`config.mk`:
```
export PLATFORM = sky130hd
export DESIGN_NAME = wb_arbiter_2to1
export DESIGN_NICKNAME = d
export VERILOG_FILES = /design/src/rtl/wb_arb_pkg.sv /design/src/rtl/wb_arbiter_2to1.sv
export SDC_FILE = /design/constraint.sdc
export NUM_CORES = 1
export LEC_CHECK = 0
export BUFFER_PORTS_ARGS = -buffer_cell sky130_fd_sc_hd__buf_2
export CAP_MARGIN = 20
export CORE_AREA = 4 4 123 125
export DETAILED_ROUTE_END_ITERATION = 8
export DIE_AREA = 0 0 127 129
export PLACE_DENSITY = 0.42
export SKIP_CTS_REPAIR_TIMING = 1
export SLEW_MARGIN = 15
export SYNTH_ARGS = -nofsm -noshare
export SYNTH_HDL_FRONTEND = slang
export SYNTH_SLANG_ARGS = --single-unit
export TNS_END_PERCENT = 5
```
`constraint.sdc`:
```
create_clock -name clk -period 2.6 [get_ports clk]
set_input_delay 0.52 -clock clk [delete_from_list [all_inputs] [get_ports clk]]
set_output_delay 0.52 -clock clk [all_outputs]
set_load 0.01 [all_outputs]
```
`src/rtl/wb_arb_pkg.sv`:
```
// Shared types and helpers for the two-master Wishbone B4 pipelined arbiter.
package wb_arb_pkg;

  typedef enum logic [1:0] {ARB_IDLE, ARB_OWN0, ARB_OWN1} arb_state_e;

  // Width of a counter that must hold values 0..max inclusive.
  function automatic int cnt_width(input int max);
    return $clog2(max + 1);
  endfunction

endpackage

```
`src/rtl/wb_arbiter_2to1.sv`:
```
// Two-master, one-slave Wishbone B4 pipelined arbiter with per-cycle bus locking
// and outstanding-response tracking so ack/err always reach the owning master.
module wb_arbiter_2to1
  import wb_arb_pkg::*;
#(
  parameter int AW              = 32,
  parameter int DW              = 32,
  parameter int MAX_OUTSTANDING = 4,
  parameter int FIXED_PRIO      = 0
) (
  input  logic            clk,
  input  logic            rst,
  input  logic            m0_cyc_i,
  input  logic            m0_stb_i,
  input  logic [AW-1:0]   m0_adr_i,
  input  logic            m0_we_i,
  input  logic [DW/8-1:0] m0_sel_i,
  input  logic [DW-1:0]   m0_dat_i,
  output logic            m0_ack_o,
  output logic            m0_err_o,
  output logic            m0_stall_o,
  output logic [DW-1:0]   m0_dat_o,
  input  logic            m1_cyc_i,
  input  logic            m1_stb_i,
  input  logic [AW-1:0]   m1_adr_i,
  input  logic            m1_we_i,
  input  logic [DW/8-1:0] m1_sel_i,
  input  logic [DW-1:0]   m1_dat_i,
  output logic            m1_ack_o,
  output logic            m1_err_o,
  output logic            m1_stall_o,
  output logic [DW-1:0]   m1_dat_o,
  output logic            s_cyc_o,
  output logic            s_stb_o,
  output logic [AW-1:0]   s_adr_o,
  output logic            s_we_o,
  output logic [DW/8-1:0] s_sel_o,
  output logic [DW-1:0]   s_dat_o,
  input  logic            s_ack_i,
  input  logic            s_err_i,
  input  logic            s_stall_i,
  input  logic [DW-1:0]   s_dat_i
);

  localparam int            CW    = cnt_width(MAX_OUTSTANDING);
  localparam logic [CW-1:0] MAX_C = CW'(MAX_OUTSTANDING);

  arb_state_e    state_q;
  logic          last_q;
  logic [CW-1:0] cnt_q, cnt_d;

  logic req0, req1, own0, own1, own_cyc, own_stb;
  logic full, acc, rsp, fwd;

  assign req0 = m0_cyc_i & m0_stb_i;
  assign req1 = m1_cyc_i & m1_stb_i;
  assign own0 = (state_q == ARB_OWN0);
  assign own1 = (state_q == ARB_OWN1);

  assign own_cyc = (own0 & m0_cyc_i) | (own1 & m1_cyc_i);
  assign own_stb = (own0 & m0_stb_i) | (own1 & m1_stb_i);
  assign full    = (cnt_q == MAX_C);

  assign s_cyc_o = own_cyc;
  assign s_stb_o = own_cyc & own_stb & ~full;
  assign s_adr_o = own0 ? m0_adr_i : (own1 ? m1_adr_i : '0);
  assign s_we_o  = own0 ? m0_we_i  : (own1 ? m1_we_i  : 1'b0);
  assign s_sel_o = own0 ? m0_sel_i : (own1 ? m1_sel_i : '0);
  assign s_dat_o = own0 ? m0_dat_i : (own1 ? m1_dat_i : '0);

  // A response with nothing outstanding is stray and dropped; nothing is
  // forwarded while reset is being applied.
  assign acc = s_stb_o & ~s_stall_i;
  assign rsp = (s_ack_i | s_err_i) & (cnt_q != '0);
  assign fwd = rsp & ~rst;

  assign m0_ack_o   = own0 & fwd & s_ack_i;
  assign m0_err_o   = own0 & fwd & s_err_i;
  assign m0_stall_o = ~own0 | s_stall_i | full;
  assign m0_dat_o   = s_dat_i;
  assign m1_ack_o   = own1 & fwd & s_ack_i;
  assign m1_err_o   = own1 & fwd & s_err_i;
  assign m1_stall_o = ~own1 | s_stall_i | full;
  assign m1_dat_o   = s_dat_i;

  // Dropping cyc aborts the cycle: any responses still in flight are forgotten.
  always_comb begin
    cnt_d = cnt_q;
    if (!own_cyc)          cnt_d = '0;
    else if (acc && !rsp)  cnt_d = cnt_q + CW'(1);
    else if (!acc && rsp)  cnt_d = cnt_q - CW'(1);
  end

  always_ff @(posedge clk) begin
    if (rst) begin
      state_q <= ARB_IDLE;
      last_q  <= 1'b1;
      cnt_q   <= '0;
    end else begin
      cnt_q <= cnt_d;
      unique case (state_q)
        ARB_IDLE: begin
          if (req0 && (!req1 || (FIXED_PRIO != 0) || last_q)) begin
            state_q <= ARB_OWN0;
            last_q  <= 1'b0;
          end else if (req1) begin
            state_q <= ARB_OWN1;
            last_q  <= 1'b1;
          end
        end
        ARB_OWN0: if (!m0_cyc_i) state_q <= ARB_IDLE;
        ARB_OWN1: if (!m1_cyc_i) state_q <= ARB_IDLE;
        default:  state_q <= ARB_IDLE;
      endcase
    end
  end

`ifndef SYNTHESIS
  a_cnt_max:   assert property (@(posedge clk) disable iff (rst) cnt_q <= MAX_C);
  a_stb_cyc:   assert property (@(posedge clk) disable iff (rst) s_stb_o |-> s_cyc_o);
  a_m0_noack:  assert property (@(posedge clk) disable iff (rst) !own0 |-> !(m0_ack_o || m0_err_o));
  a_m1_noack:  assert property (@(posedge clk) disable iff (rst) !own1 |-> !(m1_ack_o || m1_err_o));
`endif

endmodule

```
==> results of run 1 <==
-- routing by layer --
| layer | global-route usage, % | part of all wire, % | vias to the layer above |
|---|---|---|---|
| met5 | 0 | 0 | - |
| met4 | 1.77 | 1.1 | 0 |
| met3 | 2.45 | 13 | 15 |
| met2 | 15.3 | 52 | 178 |
| met1 | 8.78 | 34 | 955 |
| li1 | - | - | 1008 |
-- final timing paths --
| check | from | end |
|---|---|---|
| worst max register to register | state_q[1]$_SDFFE_PP0P_ | cnt_q[2]$_SDFFE_PP0P_ |
| worst min register to register | cnt_q[2]$_SDFFE_PP0P_ | cnt_q[2]$_SDFFE_PP0P_ |
| worst min-delay path | cnt_q[2]$_SDFFE_PP0P_ | cnt_q[2]$_SDFFE_PP0P_ |
| worst max-delay path | state_q[0]$_SDFFE_PP0P_ | s_sel_o[1] |
-- power by group --
group	switching, mW	total, mW	leakage [nW]	internal [mW]
Combinational	0.500	0.955	1.37	0.455
Sequential	0.0200	0.122	0.0489	0.102
Clock	0.0550	0.253	0.0370	0.198
-- logic make-up (layout without fill, tap and decap cells) --
family	count (synthesis)	after routing
AO/OA/AOI/OAI	85	85
XOR/XNOR	2	2
multiplexers	1	1
adder cells (fa/ha/maj)	2	2
AND/OR/NAND/NOR	26	26
buffers and inverters	84	230
flip-flops	6	6
-- cells in the final DEF, fill, tap and decap left out, types with 2 or more instances in the layout --
master | netlist | routed
xor2_1 | 2 | 2
inv_1 | 2 | 2
a21oi_1 | 4 | 4
nor2b_4 | 0 | 2
nor3_1 | 3 | 3
a22o_1 | 70 | 70
and3_1 | 4 | 4
nand2_1 | 5 | 5
buf_2 | 7 | 223
dfxtp_1 | 6 | 6
a21o_1 | 3 | 3
nand3b_1 | 2 | 2
nor2_1 | 5 | 5
nor2b_1 | 4 | 2
clkbuf_16 | 0 | 3
-- sequential cells by signal, summed over array words and instances (netlist names) --
signal	cells
state_q	2
last_q	1
cnt_q	3
-- area by class of cell --
cell class	instances	area, sq um	share of cell area, %
flip-flops and latches	6	120	4.79
multi-input cells	116	932	37.2
clock buffers	3	75.1	2.99
well taps	180	225	8.98
repair buffers	225	1150	45.8
inverters	2	7.51	0.299
-- through the flow --
stage                     setup WS, ns  utilization [%]  area [sq um]  cells  hold slack (ns)
after floorplan                  0.427                -          1660    206            0.483
after global placement           0.301             17.5          2430    529            0.520
after detailed placement         0.247             17.5          2430    529            0.518
after CTS                       0.0593             18.0          2500    532            0.527
after global routing             0.102             18.1          2510    532            0.574
final                            0.233             18.1          2510    532            0.528
-- worst register-to-register path: stages (launching register included) --
cell and delay, ns:
dfxtp_1 0.51, nor2b_4 0.25, a32oi_1 0.09, nor2b_1 0.14, ha_1 0.19, inv_1 0.06
fa_1 0.37, xor2_1 0.18, or3_1 0.31, a21oi_1 0.14
==> out/qor.txt, run 1 <==
Final wirelength -> 7720 um
Initial drt markers -> 61
RSZ-0062 raised after global routing -> no
FF+latch count, synth -> 6
Cts bufs inserted -> 3
H-tree depth -> 1
CP max FO -> 72
Fin. Hold Viols -> 0
Pin count of the biggest net entering global routing -> 73
Register area share after synthesis -> 7.23%
Fmax achieved -> 423 MHz
List of most frequent post-synthesis cells -> a22o_1, buf_4, buf_2, dfxtp_1
Worst Setup End Kind -> primary output
First-pass GRT wire length -> 10,800 um
Register-to-register setup slack -> 0.30 ns
Final clock skew -> 0.00219 ns
Synth Area in XOR/XNOR -> 1.05%
Crit share post-route -> 91.0%
Antenna-violating nets left -> 0
Mux cell area share after synthesis -> 0.602%
Number of remaining DRC errors -> 0
Syn. warnings -> 0
Pwr dens -> 530 nW/um^2
Die H -> 129 um
Ranking of synthesized cells by area -> a22o_1, buf_4, dfxtp_1
Root Driver -> clkbuf_16
Die area -> 16,400 sq um
Slowest Stage Delay on Critical Path -> 0.49 ns
Fin nets -> 535
Synth Area in Simple Gates -> 8.21%
Gr usage total -> 8.04%
Hpwl dp -> 6470 um
1st-pass router iterations -> 4
Vias in the first global route -> 2,077
CORE AREA -> 13,900 sq um
Levels on crit path -> 4
Outcome -> complete, no violations
Mean Syn Cell Area -> 8.07 sq um
Yosys top cell area share -> 36.9%
Slew @ Worst Pin -> 0.554 ns
Hold Path Stages -> 2
FFs w/ async S/R, synth -> 0%
Initial cell density of the core -> 12.0%
Synthesized area -> 1660 sq um
WP buf/inv -> 2
DIE WIDTH -> 127 um
Total number of vias -> 2,156
Mapped Cells -> 206
Top_reg_cell synth -> dfxtp_1
Port bufs -> 223
Worst-Skew Late Latency -> 0.23 ns
Post-layout min period -> 2.37 ns
Post-DR wirelength/cell -> 14.5 um
Clock Path Buffers -> 2
Worst-path clk slew -> 0.04 ns
CP Cell Sequence -> nor2b_4 > buf_6 > a22o_1 > buf_2
Setup TNS -> 0 ns
Synth Area in Adders -> 1.96%
Leak -> 1.46 nW
Slew headroom -> 63.1%
Count of cell types in the netlist -> 29
Largest family of logic cells by synthesized area -> compound AO/OA/AOI/OAI gates
Synth Area in Compound Gates -> 43.4%
Grt total ovfl -> 0
Crit path DAT -> 1.85 ns
Number of max-cap violations -> 0
Placer Congestion -> 0.808
Worst reg-to-reg path cell count -> 9
Clock sinks -> 6
Fill cells -> 1,571
# setup viols final -> 0
Share of cells above drive strength 1 -> 65.3%
Crit Path Category -> reg -> out
Layout Area Growth over Synthesis -> 50.9%
CP top delay family -> buffers and inverters
Syn_nets -> 387
Critical path's slowest cell -> dfxtp_1
TritonCTS clock tree -> yes
Total power -> 1.33 mW
Initial antenna violation count -> 0
Peak VDD IR -> 439 uV
Cell taking the most area after synthesis -> a22o_1
Post-synth EDFFs -> 0
Boundary Pins -> 320
Diode count -> 0
Final Slew Violations -> 0
CP Launch Type -> flop
Critical Path RT -> 2.08 ns
Number of vias per cell -> 4.05
Worst Hold Class -> reg -> reg
Site row count -> 43
No activity file was read; power rests on OpenSTA's default activity.
==> run 2: changes to the inputs <==
- ABC_AREA: unset -> 1
- CORE_AREA: 4 4 123 125 -> 4 4 124 126
- DIE_AREA: 0 0 127 129 -> 0 0 128 130
- HOLD_SLACK_MARGIN: unset -> 0.05
- PLACE_DENSITY: 0.42 -> 0.41
- TNS_END_PERCENT: 5 -> 100
==> out/qor.txt, run 2 <==
Crit Path Category -> reg -> out
Worst reg-to-reg path cell count -> 15
Initial antenna violation count -> 1
Slew headroom -> 69.0%
Final wirelength -> 7390 um
Critical path's slowest cell -> dfxtp_1
Count of cell types in the netlist -> 22
Initial cell density of the core -> 11.8%
Crit path DAT -> 1.71 ns
First-pass GRT wire length -> 9850 um
Mean Syn Cell Area -> 7.71 sq um
Mapped Cells -> 219
H-tree depth -> 1
Combinational share of power -> 54.3%
Pin count of the biggest net entering global routing -> 47
Hold Path Stages -> 2
HP Start -> cnt_q[0]$_SDFFE_PP0P_
Root Driver -> clkbuf_16
Clock sinks -> 6
Top Registers -> cnt_q: 3 flops, state_q: 2 flops, last_q: 1 flops
FFs w/ async S/R, synth -> 0%
CORE AREA -> 14,300 sq um
RR Startpoint -> state_q[1]$_SDFFE_PP0P_
Outcome -> complete, no violations
Number of remaining DRC errors -> 0
Most frequent cell after synthesis -> a22o_1
Placer Congestion -> 0.811
Number of max-cap violations -> 0
Commonest cells after routing, fill and taps aside -> buf_2, a22o_1, nand2_1, inv_1
Setup TNS -> 0 ns
Syn. warnings -> 0
Post-route insts no fill -> 555
Final Slew Violations -> 0
Grt total ovfl -> 0
Clock Path Buffers -> 2
Commonest non-fill, non-tap cell in the layout -> buf_2
1st-pass router iterations -> 4
Power share of the clock group -> 32.5%
Worst Hold Class -> reg -> reg
Boundary Pins -> 320
Max reg flops -> 3
Die H -> 130 um
List of most frequent post-synthesis cells -> a22o_1, buf_4, nand2_1, inv_1, buf_2
DIE WIDTH -> 128 um
Post-DR wirelength/cell -> 13.3 um
Cts bufs inserted -> 3
Cell taking the most area after synthesis -> a22o_1
Layout Area Growth over Synthesis -> 51.0%
Hpwl dp -> 6440 um
Antenna-violating nets left -> 0
Final clock skew -> 0.000335 ns
CP Cell Sequence -> inv_2 > nor2_8 > buf_4 > a22o_1 > buf_2
RSZ-0062 raised after global routing -> no
Leak -> 1.52 nW
Fin nets -> 554
Reg-to-reg critical path endpoint -> cnt_q[2]$_SDFFE_PP0P_
Hold Path End -> cnt_q[0]$_SDFFE_PP0P_
Die area -> 16,600 sq um
Crit share post-route -> 85.9%
FF+latch count, synth -> 6
Syn_nets -> 400
Site row count -> 44
Diode count -> 0
Peak VDD IR -> 227 uV
Initial drt markers -> 96
Fmax achieved -> 448 MHz
Flop pwr share -> 13.2%
# setup viols final -> 0
Worst-Skew Late Latency -> 0.23 ns
Slew @ Worst Pin -> 0.465 ns
CP max FO -> 46
Post-synth EDFFs -> 0
Worst-path clk slew -> 0.03 ns
Fill cells -> 1,630
Number of vias per cell -> 3.85
Post-layout min period -> 2.23 ns
Worst Setup End Kind -> primary output
Share of cells above drive strength 1 -> 65.0%
Gr usage total -> 7.25%
Fin. Hold Viols -> 0
Synthesized area -> 1690 sq um
Top_reg_cell synth -> dfxtp_1
Vias in the first global route -> 1,975
CP Launch Type -> flop
Critical Path RT -> 2.08 ns
Yosys top cell area share -> 35.8%
Pwr dens -> 299 nW/um^2
Register-to-register setup slack -> 0.51 ns
Internal cell power -> 0.502 mW
Most flops, register -> cnt_q
Ranking of synthesized cells by area -> a22o_1, buf_4, dfxtp_1
Total number of vias -> 2,136
Port bufs -> 223
Slowest Stage Delay on Critical Path -> 0.43 ns
Net switching power figure -> 0.260 mW
Dpl cells -> 552
Register area share after synthesis -> 7.11%
TritonCTS clock tree -> yes
Net Sw Frac -> 34.1%
==> run 2: routing by layer <==
layer | global-route usage (%) | routed length (um) | up-vias
li1 | - | - | 1030
met1 | 7.81 | 2620 | 960
met2 | 13.3 | 3700 | 115
met3 | 2.21 | 835 | 29
met4 | 2.75 | 223 | 2
met5 | 0 | 13 | -
==> run 2: worst max-delay path by stage <==
stage | cells past startpoint | slack, ns | from | to
6_report | 5 | 0.37 | state_q[0]$_SDFFE_PP0P_ | s_adr_o[30]
5_1_grt | 15 | 0.27 | state_q[1]$_SDFFE_PP0P_ | cnt_q[2]$_SDFFE_PP0P_
4_1_cts | 5 | 0.36 | state_q[0]$_SDFFE_PP0P_ | s_adr_o[30]
3_5_place_dp | 15 | 0.52 | state_q[1]$_SDFFE_PP0P_ | cnt_q[2]$_SDFFE_PP0P_
3_3_place_gp | 15 | 0.56 | state_q[1]$_SDFFE_PP0P_ | cnt_q[2]$_SDFFE_PP0P_
2_1_floorplan | 15 | 0.58 | state_q[0]$_SDFFE_PP0P_ | cnt_q[2]$_SDFFE_PP0P_
==> run 2: cell families after synthesis <==
family	synth area share [%]
AND/OR/NAND/NOR	15.1
flip-flops	7.11
AO/OA/AOI/OAI	37.6
adder cells (fa/ha/maj)	1.93
buffers and inverters	38.3
==> run 2: power groups by stage <==
stage          clock network (mW)  registers [mW]  logic [mW]
3_5_place_dp                    0           0.102       0.417
2_1_floorplan                   0           0.102       0.310
3_3_place_gp                    0           0.102       0.413
5_1_grt                     0.256           0.101       0.447
6_report                    0.248           0.100       0.414
4_1_cts                     0.253           0.100       0.418
==> run 2: layout make-up <==
class	instances	area, sq um	area share, %
well taps	184	230	9.03
flip-flops and latches	6	120	4.71
clock buffers	3	75.1	2.94
inverters	15	56.3	2.21
multi-input cells	120	922	36.2
repair buffers	227	1150	44.9
==> run 2: worst max-delay path: cells and delay by family, from the launching register on <==
family	cells	cell delay, ns
buf+inv	3	0.66
flops	1	0.43
compound gates	1	0.26
simple gates	1	0.12
==> run 2: per-stage QoR <==
stage	utilization (%)	hold WS, ns	cell area, sq um	worst slack, ns	total power, mW
global route	17.8	0.498	2550	0.266	0.804
floorplan	-	0.470	1690	0.582	0.412
CTS	17.8	0.480	2550	0.362	0.771
detailed placement	17.3	0.491	2470	0.519	0.518
global placement	17.3	0.491	2470	0.557	0.515
finish	17.8	0.485	2550	0.367	0.762
==> run 3: changes to the inputs <==
- CORE_AREA: 4 4 124 126 -> 4 4 123 125
- DIE_AREA: 0 0 128 130 -> 0 0 127 129
- PLACE_DENSITY: 0.41 -> 0.42
==> out/qor.txt, run 3 (synthesized netlist as in run 2, its figures left out) <==
Outcome -> complete, no violations
Fmax achieved -> 439 MHz
CORE AREA -> 13,900 sq um
Fill cells -> 1,584
Register-to-register setup slack -> 0.50 ns
CP Launch Type -> flop
Total number of vias -> 2,213
Crit share post-route -> 87.7%
Hpwl dp -> 7530 um
Flop pwr share -> 12.8%
Number of max-cap violations -> 0
Critical Path RT -> 2.08 ns
Commonest cells after routing, fill and taps aside -> buf_2, a22o_1, nand2_1, inv_1
Final wirelength -> 8630 um
CP max FO -> 40
Post-DR wirelength/cell -> 15.7 um
Worst Setup End Kind -> primary output
Die area -> 16,400 sq um
Site row count -> 43
Share of cells above drive strength 1 -> 65.0%
Initial drt markers -> 55
First-pass GRT wire length -> 12,300 um
Diode count -> 0
Placer Congestion -> 0.885
Net Sw Frac -> 35.7%
Number of vias per cell -> 4.02
Commonest non-fill, non-tap cell in the layout -> buf_2
Cts bufs inserted -> 3
Vias in the first global route -> 2,235
Slew @ Worst Pin -> 0.446 ns
RSZ-0062 raised after global routing -> no
Final clock skew -> 0.00133 ns
1st-pass router iterations -> 4
Initial cell density of the core -> 12.2%
Worst-Skew Late Latency -> 0.23 ns
Crit Path Category -> reg -> out
Fin. Hold Viols -> 0
Crit path DAT -> 1.76 ns
Max reg flops -> 3
Number of remaining DRC errors -> 0
Initial antenna violation count -> 0
Worst Hold Class -> in -> reg
H-tree depth -> 1
Pin count of the biggest net entering global routing -> 41
Final Core Density -> 18.3%
Hold slack -> 0.487 ns
Die H -> 129 um
Internal cell power -> 0.503 mW
Post-route insts no fill -> 551
Dpl cells -> 548
Layout Area Growth over Synthesis -> 50.7%
Net switching power figure -> 0.280 mW
Leak -> 1.52 nW
Clock sinks -> 6
Top Registers -> cnt_q: 3 flops, state_q: 2 flops, last_q: 1 flops
Multi-input gate area -> 922 sq um
Post-layout min period -> 2.28 ns
# setup viols final -> 0
Worst-path clk slew -> 0.03 ns
Combinational share of power -> 55.2%
Power share of the clock group -> 32.0%
Grt total ovfl -> 0
Port bufs -> 223
Pwr dens -> 308 nW/um^2
Slew headroom -> 70.3%
FF+latch area -> 120 sq um
TritonCTS clock tree -> yes
Most flops, register -> cnt_q
Boundary Pins -> 320
Fin nets -> 554
Antenna-violating nets left -> 0
Clock Path Buffers -> 2
Peak VDD IR -> 226 uV
DIE WIDTH -> 127 um
Root Driver -> clkbuf_16
Final Slew Violations -> 0
Setup TNS -> 0 ns
Gr usage total -> 9.27%
==> run 3: cell counts in the layout (fill, tap and decap cells not counted) <==
No cell type changed its count.
==> run 3: layout make-up <==
type | instances | area share [%]
Multi-Input combinational cell | 120 | 36.2
Inverter | 15 | 2.21
Timing Repair Buffer | 227 | 45.0
Clock buffer | 3 | 2.95
Tap cell | 180 | 8.85
Sequential cell | 6 | 4.72
==> run 3: final timing paths <==
kind,from,cells after the start,to
worst max register to register,state_q[1]$_SDFFE_PP0P_,15,cnt_q[2]$_SDFFE_PP0P_
worst min-delay path,rst,2,state_q[1]$_SDFFE_PP0P_
worst max-delay path,state_q[0]$_SDFFE_PP0P_,5,s_dat_o[0]
worst min register to register,cnt_q[0]$_SDFFE_PP0P_,2,cnt_q[0]$_SDFFE_PP0P_
==> run 3: power groups by stage <==
stage	Combinational (mW)	Sequential, mW	Clock (mW)
2_1_floorplan	0.310	0.102	0
3_3_place_gp	0.433	0.102	0
3_5_place_dp	0.435	0.102	0
4_1_cts	0.438	0.100	0.254
5_1_grt	0.471	0.101	0.260
6_report	0.432	0.100	0.250
==> run 3: metrics by stage <==
stage	instance area, sq um	worst slack [ns]	power (mW)
after floorplan	1690	0.582	0.412
after global routing	2540	0.184	0.831
after CTS	2540	0.276	0.792
final	2540	0.320	0.783
after detailed placement	2470	0.495	0.537
after global placement	2470	0.538	0.535
==> run 3: critical path: stages (launching register included) <==
cell	delay (ns)
dfxtp_1	0.43
inv_2	0.11
nor2_8	0.12
buf_4	0.39
a22o_1	0.27
buf_2	0.16
==> run 3: metal layers <==
layer	vias to the layer above	track usage (%)	share of wire, %
met2	167	15.8	47
met3	22	2.70	12
li1	1035	-	-
met4	0	1.89	1.4
met1	989	11.7	39
met5	-	0	0
